==> src/rtl/led_flow.sv <==
// -----------------------------------------------------------------------------
// led_flow
//   Running-light driver for the board LED bank. A free-running step timer
//   divides sys_clk down to a visible step rate; on every step a single lit
//   LED moves one position across the bank, either rotating toward the MSB
//   with wrap-around (MODE 0) or bouncing between the two ends (MODE 1).
//
// Parameters
//   CNT_MAX  sys_clk cycles per LED step (>= 1)
//   LED_W    number of LEDs (>= 2)
//   MODE     0 = rotate toward MSB with wrap, 1 = ping-pong
//
// Ports
//   sys_clk  in   1      system clock, all logic on the rising edge
//   sys_rst  in   1      synchronous reset, active-high
//   led      out  LED_W  LED drive, 1 = lit, registered, one-hot after reset
// -----------------------------------------------------------------------------
module led_flow #(
    parameter int CNT_MAX = 25_000_000,
    parameter int LED_W   = 4,
    parameter int MODE    = 0
) (
    input  logic             sys_clk,
    input  logic             sys_rst,
    output logic [LED_W-1:0] led
);

    // A one-count timer still needs a 1-bit register; it simply sits at 0
    // and produces a step every cycle.
    localparam int CNT_W = (CNT_MAX > 1) ? $clog2(CNT_MAX) : 1;

    logic [CNT_W-1:0] cnt;
    logic             step;
    logic             dir;      // 1 = moving toward the MSB
    logic [LED_W-1:0] led_nxt;
    logic             dir_nxt;

    assign step = (cnt == CNT_W'(CNT_MAX - 1));

    // Position/direction for the next step. In ping-pong mode the reversal
    // and the move away from the end happen on the same step, so the end
    // LED is never shown twice in a row.
    always_comb begin
        led_nxt = led;
        dir_nxt = dir;
        if (MODE == 0) begin
            led_nxt = {led[LED_W-2:0], led[LED_W-1]};
        end else if (dir) begin
            if (led[LED_W-1]) begin
                dir_nxt = 1'b0;
                led_nxt = led >> 1;
            end else begin
                led_nxt = led << 1;
            end
        end else begin
            if (led[0]) begin
                dir_nxt = 1'b1;
                led_nxt = led << 1;
            end else begin
                led_nxt = led >> 1;
            end
        end
    end

    always_ff @(posedge sys_clk) begin
        if (sys_rst) begin
            cnt <= '0;
            led <= LED_W'(1);
            dir <= 1'b1;
        end else if (step) begin
            // Counter wraps on the same edge that consumes the step, so
            // step spacing is exactly CNT_MAX edges with no drift.
            cnt <= '0;
            led <= led_nxt;
            dir <= dir_nxt;
        end else begin
            cnt <= cnt + CNT_W'(1);
        end
    end

endmodule

==> config.mk <==
export PLATFORM = sky130hd
export DESIGN_NAME = led_flow
export DESIGN_NICKNAME = d
export VERILOG_FILES = /design/src/rtl/led_flow.sv
export SDC_FILE = /design/constraint.sdc
export NUM_CORES = 1
export LEC_CHECK = 0
export CAP_MARGIN = 20
export CORE_ASPECT_RATIO = 1.4
export CORE_MARGIN = 8
export CORE_UTILIZATION = 55
export DETAILED_ROUTE_END_ITERATION = 12
export MAX_ROUTING_LAYER = met4
export PLACE_DENSITY = 0.74
export SYNTH_ARGS = -nofsm -noshare
export SYNTH_HDL_FRONTEND = slang
export SYNTH_SLANG_ARGS = --single-unit
==> constraint.sdc <==
create_clock -name sys_clk -period 4.7 [get_ports sys_clk]
set_input_delay 0.94 -clock sys_clk [delete_from_list [all_inputs] [get_ports sys_clk]]
set_output_delay 0.94 -clock sys_clk [all_outputs]
set_load 0.05 [all_outputs]
* After elaboration in Yosys (flattened, before gate mapping)
Index checks and enable logic that the tools add are counted.
Operators by class: add/sub/neg operators 1, multipliers 0, divide/modulo/power cells 0, magnitude comparators 0, eq/ne operators 1, shift operators 0, mux-type cells 0, bitwise logic cells 0, reduce and logical (&&, ||, !) cells 1
Operators with widths (count):
- $add A25 B1 Y25 const B | 1
- $eq A25 B25 Y1 const B | 1
- $reduce_or A2 Y1 | 1
Storage, ports and cells: flip-flop bits (word level) 29, latch bits 0, RAM bits 0, memory bits (read-only) 0, input port bits 2, output and inout bits 4, logic and storage cells 5, memories 0

* Longest topological paths before layout
Gate-level depths: netlist of the first run.
depth after elaboration 2, mapped depth 7, gate-level depth less buffers 4

* Worst setup path before layout of the first run
No wires, ideal clock.
path type register -> register, from register cnt[2], to register led[0], setup time 0.114 ns, arrival time 1.464 ns, required time 4.586 ns, setup slack 3.122 ns, stages on the path, launching flop included 7, buffers on the path 2, clock period less this slack 1.578 ns, path through dfxtp_1 and4_1 buf_6 nand4_4 buf_2 or3_1 a21o_1
Between the ends: word-level cells in the longest chain between the ends 1
RTL lines:
- start: declaration | RTL line 32 | logic [CNT_W-1:0] cnt;
- start signal: assignment | RTL line 77 | cnt <= cnt + CNT_W'(1);
- $eq A25 B25 Y1 | RTL line 38 | assign step = (cnt == CNT_W'(CNT_MAX - 1));
- end signal: assignment | RTL line 74 | led <= led_nxt;
- end: declaration | RTL line 25 | output logic [LED_W-1:0] led
Every way passes these cells. A chain may end at the register's enable or synchronous reset.

* Final worst setup path of the first run
from register led[0], to output led[0]
No word-level cell between the ends.

==> results of run 1 <==
-- flip-flops by register name, summed over array words and instances (netlist names) --
name  count
cnt      25
led       4
-- cells by family after synthesis --
family,count (synthesis),synth area share (%)
buffers and inverters,11,5.272
xor gates and xnor gates,10,6.256
DFF,29,41.47
and+or+nand+nor,68,30.83
AOI/OAI and AO/OA,35,15.28
adders and majority gates,1,0.8935
-- final timing paths --
kind,from,to,cells after the start
setup reg to reg,cnt[2],cnt[6],4
hold / removal,cnt[0],cnt[0],1
setup / recovery,led[0],led[0],1
hold reg to reg,cnt[0],cnt[0],1
-- per-layer routing --
layer  global-route usage, %  vias up
li1                        -      582
met4                   11.20        0
met2                   23.00       24
met5                       -        -
met3                   4.223        8
met1                   14.17      545
-- power by group through the flow --
stage	registers [mW]	logic (mW)	clock network (mW)
finish	0.249	0.0111	0.139
global route	0.250	0.0124	0.160
CTS	0.249	0.0112	0.148
detailed placement	0.255	0.0111	0
global placement	0.255	0.0102	0
floorplan	0.255	0.00869	0
-- cells in the mapped netlist, types with 2 or more instances --
| library cell | instances |
|---|---|
| nor2_1 | 14 |
| nand4_1 | 8 |
| buf_2 | 2 |
| nand4_4 | 2 |
| and4_1 | 2 |
| inv_1 | 3 |
| buf_6 | 3 |
| nor4b_1 | 2 |
| o31ai_1 | 11 |
| xnor2_1 | 2 |
| a21oi_1 | 16 |
| o21ai_0 | 5 |
| and2_1 | 3 |
| and3_1 | 2 |
| dfxtp_1 | 29 |
| nand2_1 | 8 |
| or3_1 | 3 |
| or4_1 | 11 |
| xor2_1 | 8 |
| buf_4 | 2 |
| nand3_1 | 8 |
-- area by class of cell --
cell class                      count  share of cell area, %
Clock buffer                        8                  3.299
Sequential cell                    29                  39.26
Inverter                            3                 0.7614
Multi-Input combinational cell    114                  50.42
Timing Repair Buffer                5                  3.384
Tap cell                           34                  2.876
-- metrics by stage --
step                      std cells  worst slack, ps  total power [mW]  cell area (sq um)
after floorplan                 154             3122            0.2634               1400
after global placement          185             2526            0.2650               1430
after detailed placement        185             2461            0.2661               1430
after CTS                       193             2229            0.4083               1479
after global routing            193             2190            0.4218               1479
final                           193             2266            0.3996               1479
==> flow_summary.json, run 1 <==
{
  "layout_commonest_cell": "dfxtp_1",
  "max_freq_mhz": 410.9,
  "post-route-util_pct": 61.18,
  "clock_latency_ps": 320,
  "combPwrFrac_pct": 2.8,
  "drc": 0,
  "powerDensity_mw_per_mm2": 270.2,
  "tritoncts": "done",
  "synth_area_sq_mm": 0.001400,
  "dr_wl_met2_mm": 1.366,
  "reg2reg_slack_ps": 2450,
  "min_path_type": "reg -> reg",
  "synth.area.top_cells": "dfxtp_1 41%, o31ai_1 5.9%, or4_1 5.9%",
  "vias_per_cell": 6.005,
  "core_sq_mm": 0.002417,
  "area_growth_pct": 5.630,
  "regArea_sq_um": 580.6,
  "end_kind": "output pin",
  "cts.sinks": 29,
  "via_count": 1159,
  "htree_levels": 2,
  "track_usage_pct": 14.23,
  "skew_ps": 8.420,
  "multi_input_area_sq_um": 745.7,
  "cts-resized-gates": 0,
  "rows": 21,
  "synth_edf_count": 0,
  "antenna_found_initial": 0,
  "firstDrtPassIters": 4,
  "fillers": 224,
  "holdWs_ps": 445.7,
  "most-common-layout-cells": "29 x dfxtp_1, 16 x a21oi_1, 14 x nor2_1",
  "p_sw_mw": 0.08878,
  "post-dp-hpwl_mm": 1.853,
  "cts.clk_slew.worst_paths_ps": 90,
  "crit_family": "buffers and inverters",
  "netlist_instances": 154,
  "period_share_pct": 51.78,
  "met3_length_microns": 133,
  "crit_arrival_ps": 1490,
  "finalMaxSlewViolations": 0,
  "grt_max_degree": 26,
  "cp_num_buf_inv": 1,
  "cts_buffers": 5,
  "maxCapViolCount": 0,
  "outcome": "finished clean",
  "synth_seq_area_share_pct": 41.47,
  "die-area_sq_mm": 0.004439,
  "final-hold-violation-count": 0,
  "ys_ff_latch": 29,
  "critPathLaunchType": "register",
  "crit_chain": "clkdlybuf4s50_1",
  "yosysTopAreaCell": "dfxtp_1",
  "die_h_microns": 75.70,
  "drt_iter0_markers": 67,
  "async_flop_share_pct": 0,
  "syn-mean-instance-area_sq_um": 9.092,
  "antennaDiodeCount": 0,
  "wl_mm": 2.673,
  "worst-path-max-fanout": 3,
  "yosys_warnings": 0,
  "gp_congestion": 0.7838,
  "grt_pass1_vias": 1111,
  "clockPowerShare_pct": 34.9,
  "tns_ps": 0,
  "ys.flop_type": "dfxtp_1",
  "clockBufferDepth": 2,
  "synth_top_area_share_pct": 41.47,
  "final_nets": 161,
  "io_pins": 6,
  "crit_type": "reg -> out",
  "cts-root-buf": "clkbuf_4",
  "wire_per_inst_microns": 13.85,
  "vdd_drop_max_v": 0.0002161,
  "setup_violations": 0,
  "grt_pass1_wl_mm": 4.678,
  "overflow": 0,
  "initial_utilization_pct": 57.92,
  "synth_fp_nets": 157,
  "postCtsSetupBuffers": 0,
  "period_minus_slack_ps": 2434,
  "relSlewSlack_pct": 32.45,
  "worstMarginPinSlew_ps": 1012,
  "cp_slowest_cell": "clkdlybuf4s50_1",
  "die_x_microns": 58.64,
  "port_buffers": 5,
  "critical_path.max_stage_delay_ps": 810,
  "wl_met1_mm": 1.108,
  "grt_setup_unrepaired": "false",
  "critical_path_required_ps": 3760,
  "p_leak_nw": 0.4880,
  "highest_layer": "met4",
  "p_sw_share_pct": 22.22,
  "ant_nets": 0,
  "cts_hold_buf": 0,
  "intPower_mw": 0.3108,
  "drive_gt1_share_pct": 6.918,
  "ys_types": 31,
  "p_seq_share_pct": 62.4
}
Note: power is estimated with default switching activity, not from simulation.
==> run 2: changes to the inputs <==
--- a/config.mk
+++ b/config.mk
@@ -8,10 +8,10 @@
 export CAP_MARGIN = 20
 export CORE_ASPECT_RATIO = 1.4
 export CORE_MARGIN = 8
-export CORE_UTILIZATION = 55
+export CORE_UTILIZATION = 53
 export DETAILED_ROUTE_END_ITERATION = 12
 export MAX_ROUTING_LAYER = met4
-export PLACE_DENSITY = 0.74
+export PLACE_DENSITY = 0.75
 export SYNTH_ARGS = -nofsm -noshare
 export SYNTH_HDL_FRONTEND = slang
 export SYNTH_SLANG_ARGS = --single-unit
==> constraint.sdc (replaced) <==
create_clock -name sys_clk -period 2 [get_ports sys_clk]
set_input_delay 0.4 -clock sys_clk [delete_from_list [all_inputs] [get_ports sys_clk]]
set_output_delay 0.4 -clock sys_clk [all_outputs]
set_load 0.05 [all_outputs]
==> run 2 against run 1 <==
  * Combinational power grew to 2.7 times the previous value
  * Cell count grew 1.6%
  * Non-clock buffer count grew 1
  * Global-route usage shrank 0.074 points
==> flow_summary.json, run 2 (synthesized netlist as in run 1, its figures left out) <==
{
  "outcome": "finished clean",
  "critPathCapture": "led[2]",
  "skew_ps": 19.42,
  "die_x_microns": 59.44,
  "critPathLaunchType": "register",
  "largest_reg_flops": 25,
  "vias_per_cell": 5.918,
  "die_h_microns": 76.82,
  "tritoncts": "done",
  "cts-root-buf": "clkbuf_4",
  "firstDrtPassIters": 4,
  "cp.depth": 1,
  "grt_setup_unrepaired": "false",
  "maxCapViolCount": 0,
  "max_freq_mhz": 526.1,
  "final-hold-violation-count": 0,
  "crit_chain": "clkdlybuf4s50_1",
  "period_share_pct": 95.04,
  "drc": 0,
  "area_growth_pct": 9.920,
  "hold_start": "cnt[0]",
  "r2r.worst_path.cells": 4,
  "tns_ps": 0,
  "post-route-util_pct": 60.12,
  "gp_congestion": 0.8202,
  "cts.clk_slew.worst_paths_ps": 90,
  "cp_slowest_cell": "clkdlybuf4s50_1",
  "wire_per_inst_microns": 14.29,
  "track_usage_pct": 14.16,
  "finalMaxSlewViolations": 0,
  "clockBufferDepth": 2,
  "drt_iter0_markers": 27,
  "rows": 22,
  "setup_violations": 0,
  "timing.rr.end": "led[0]",
  "worst-path-max-fanout": 3,
  "final_nets": 162,
  "critical_path_required_ps": 1600,
  "core_sq_mm": 0.002560,
  "crit_type": "reg -> out",
  "drive_gt1_share_pct": 9.375,
  "period_minus_slack_ps": 1901,
  "grt_max_degree": 26,
  "fillers": 227,
  "io_pins": 6,
  "critical_path.max_stage_delay_ps": 810,
  "layout_commonest_cell": "dfxtp_1",
  "top_register": "cnt",
  "most-common-layout-cells": "29 x dfxtp_1, 16 x a21oi_1, 14 x nor2_1",
  "min_path_type": "reg -> reg",
  "cts.sinks": 29,
  "grt_pass1_vias": 1199,
  "wl_mm": 2.800,
  "antennaDiodeCount": 0,
  "powerDensity_mw_per_mm2": 731.0,
  "htree_levels": 2,
  "crit_arrival_ps": 1500,
  "via_count": 1160,
  "startpoint": "led[2]",
  "reg2reg_slack_ps": 160,
  "grt_pass1_wl_mm": 4.995,
  "die-area_sq_mm": 0.004566,
  "p_leak_nw": 0.5164,
  "ant_nets": 0,
  "vdd_drop_max_v": 0.0007159,
  "antenna_found_initial": 0,
  "initial_utilization_pct": 54.69,
  "overflow": 0,
  "end_kind": "output pin",
  "post-dp-hpwl_mm": 1.974,
  "relSlewSlack_pct": 66.47,
  "crit_family": "buffers and inverters",
  "port_buffers": 5,
  "r2r_start": "cnt[10]",
  "worstMarginPinSlew_ps": 501.4,
  "cts_buffers": 5,
  "reg.largest.list": "cnt x25, led x4",
  "cp_num_buf_inv": 1,
  "clock_latency_ps": 350
}
## run 2: cell count changes in the layout (fill, tap and decap cells not counted)
cell       change
and4_1         -1
and4_2         +1
buf_12         +1
bufinv_16      +1
clkbuf_1       -2
clkbuf_8       +1
## run 2: where the power goes
part,switching [mW],leakage [nW],internal (mW)
Combinational,0.0180,0.237,0.0122
Sequential,0.00380,0.234,0.582
Clock,0.211,0.0455,0.298
Total,0.232,0.516,0.893
## run 2: per-layer routing
metal	global-route usage, %	share of wire [%]
met4	7.933	2.1
met1	13.61	42
met3	5.509	4.4
met2	23.21	52
met5	-	0
## run 2: worst min-delay path by stage
stage	slack (ps)	endpoint	cells after the start
2_1_floorplan	410	cnt[0]	1
3_3_place_gp	420	cnt[0]	1
3_5_place_dp	430	cnt[0]	1
4_1_cts	450	cnt[0]	1
5_1_grt	470	cnt[0]	1
6_report	440	cnt[0]	1
## run 2: what timing repair did
item	CTS	global route
hold buffers	0	0
resized for setup	0	1
buffers inserted	0	0
setup endpoints to repair	0	4
## run 2: final cells by class
| class | instances | area [sq um] | share of cell area (%) |
|---|---|---|---|
| clock buffer | 7 | 55.05 | 3.577 |
| clock inverter | 1 | 30.03 | 1.951 |
| inverter | 3 | 11.26 | 0.7317 |
| multi-input combinational | 114 | 747.0 | 48.54 |
| sequential | 29 | 580.6 | 37.72 |
| tap | 36 | 45.04 | 2.927 |
| timing repair buffer | 6 | 70.07 | 4.553 |
## run 2: stage by stage
stage / setup WS (ps) / hold slack [ps] / total power [mW] / cell area [sq um] / std cells
after floorplan: 422.2 / 412.7 / 0.6189 / 1400 / 154
after global placement: 218.8 / 424.9 / 0.6277 / 1453 / 188
after detailed placement: 122.0 / 434.4 / 0.6294 / 1453 / 188
after CTS: 75.52 / 447.3 / 1.136 / 1538 / 196
after global routing: 38.50 / 470.6 / 1.166 / 1539 / 196
final: 99.19 / 443.7 / 1.125 / 1539 / 196
==> run 3: changes to the inputs <==
--- a/config.mk
+++ b/config.mk
@@ -8,10 +8,10 @@
 export CAP_MARGIN = 20
 export CORE_ASPECT_RATIO = 1.4
 export CORE_MARGIN = 8
-export CORE_UTILIZATION = 53
+export CORE_UTILIZATION = 40
 export DETAILED_ROUTE_END_ITERATION = 12
 export MAX_ROUTING_LAYER = met4
-export PLACE_DENSITY = 0.75
+export PLACE_DENSITY = 0.6
 export SYNTH_ARGS = -nofsm -noshare
 export SYNTH_HDL_FRONTEND = slang
 export SYNTH_SLANG_ARGS = --single-unit
==> run 3 against run 2 <==
  * Clock power decreased by 9.6%
  * Largest power group unchanged
  * Non-clock buffer count is 1 higher
  * Via count fell by 2.7%
  * Maximum frequency increased by 1.7%
  * Routed wire length shrank 1.4%
  * Register-to-register slack improved by 70 ps
  * Core utilization down 15 points
==> flow_summary.json, run 3 (synthesized netlist as in run 1, its figures left out) <==
{
  "outcome": "finished clean",
  "fillers": 339,
  "critical_path_required_ps": 1600,
  "drt_iter0_markers": 24,
  "period_minus_slack_ps": 1870,
  "multi_input_area_sq_um": 747.0,
  "p_leak_nw": 0.5160,
  "die_x_microns": 66,
  "crit_chain": "clkdlybuf4s50_1",
  "wl_mm": 2.761,
  "overflow": 0,
  "clock_latency_ps": 280,
  "crit_family": "buffers and inverters",
  "dpl-instance-area_sq_mm": 0.001453,
  "most-common-layout-cells": "29 x dfxtp_1, 16 x a21oi_1, 14 x nor2_1",
  "grt_pass1_wl_mm": 4.809,
  "final_nets": 163,
  "tns_ps": 0,
  "vdd_drop_max_v": 0.0003814,
  "worst-path-max-fanout": 3,
  "setup_violations": 0,
  "gp_congestion": 0.8082,
  "tritoncts": "done",
  "end_kind": "output pin",
  "cp_num_buf_inv": 1,
  "track_usage_pct": 11.05,
  "drc": 0,
  "largest_reg_flops": 25,
  "cp_slowest_cell": "clkdlybuf4s50_1",
  "port_buffers": 5,
  "powerDensity_mw_per_mm2": 699.6,
  "relSlewSlack_pct": 66.47,
  "critPathLaunchType": "register",
  "regArea_sq_um": 580.6,
  "skew_ps": 7.155,
  "area_growth_pct": 9.741,
  "die_h_microns": 86,
  "cts.clk_slew.worst_paths_ps": 60,
  "initial_utilization_pct": 41.44,
  "cts_buffers": 5,
  "top_register": "cnt",
  "cts-root-buf": "clkbuf_8",
  "grt_setup_unrepaired": "false",
  "final-hold-violation-count": 0,
  "rows": 25,
  "die-area_sq_mm": 0.005676,
  "antennaDiodeCount": 0,
  "wire_per_inst_microns": 13.74,
  "maxCapViolCount": 0,
  "vias_per_cell": 5.617,
  "layout_commonest_cell": "dfxtp_1",
  "period_share_pct": 93.48,
  "finalMaxSlewViolations": 0,
  "drive_gt1_share_pct": 9.938,
  "grt_max_degree": 19,
  "reg.largest.list": "cnt x25, led x4",
  "via_count": 1129,
  "firstDrtPassIters": 4,
  "htree_levels": 2,
  "post-dp-hpwl_mm": 1.956,
  "crit_arrival_ps": 1470,
  "critical_path.max_stage_delay_ps": 820,
  "io_pins": 6,
  "min_path_type": "reg -> reg",
  "max_freq_mhz": 534.9,
  "worstMarginPinSlew_ps": 501.3,
  "antenna_found_initial": 0,
  "core_sq_mm": 0.003378,
  "cts.sinks": 29,
  "final_area_sq_mm": 0.001536,
  "ant_nets": 0,
  "clockBufferDepth": 2,
  "crit_type": "reg -> out",
  "grt_pass1_vias": 1113
}
run 3: cell count changes in the layout (fill, tap and decap cells not counted), sizes merged:
cell,delta
bufinv,-1
clkinv,+2
buf,+1
clkbuf,-1
run 3: area by class of cell:
type                    instances  share of cell area (%)
multi-input cells             114                   48.62
flip-flops and latches         29                   37.79
clock buffers                   6                   4.723
repair buffers                  7                   4.235
well taps                      40                   3.257
inverters                       3                  0.7329
clock inverters                 2                  0.6515
run 3: final timing paths:
check,from,end,slack [ps],depth (start not counted)
worst min-delay path,cnt[0],cnt[0],440,1
worst max-delay path,led[0],led[0],130,1
worst min register to register,cnt[0],cnt[0],440,1
worst max register to register,cnt[2],cnt[24],230,4
run 3: stage by stage:
step	hold WS (ps)	setup slack (ps)	util (%)	instances	power, mW
2_1_floorplan	412.7	422.2	-	154	0.6189
3_3_place_gp	423.6	196.0	43.00	193	0.6259
3_5_place_dp	434.2	142.8	43.00	193	0.6280
4_1_cts	443.6	120.7	45.44	201	1.089
5_1_grt	469.2	40.52	45.48	201	1.117
6_report	439.8	130.5	45.48	201	1.075
run 3: per-layer routing:
layer	track usage [%]	part of all wire, %
met3	3.520	2.6
met1	11.55	42
met5	-	0
met2	17.79	53
met4	6.238	2.0
run 3: timing repair:
action	CTS	global route
buffers inserted	0	0
gates resized for setup	0	1
hold endpoints to repair	0	0
setup endpoints to repair	0	3
hold buffers	0	0
run 3: report_power, final:
part	internal (mW)	switching [mW]	total, mW
clock network	0.240	0.220	0.460
logic	0.0108	0.0171	0.0279
registers	0.583	0.00370	0.587
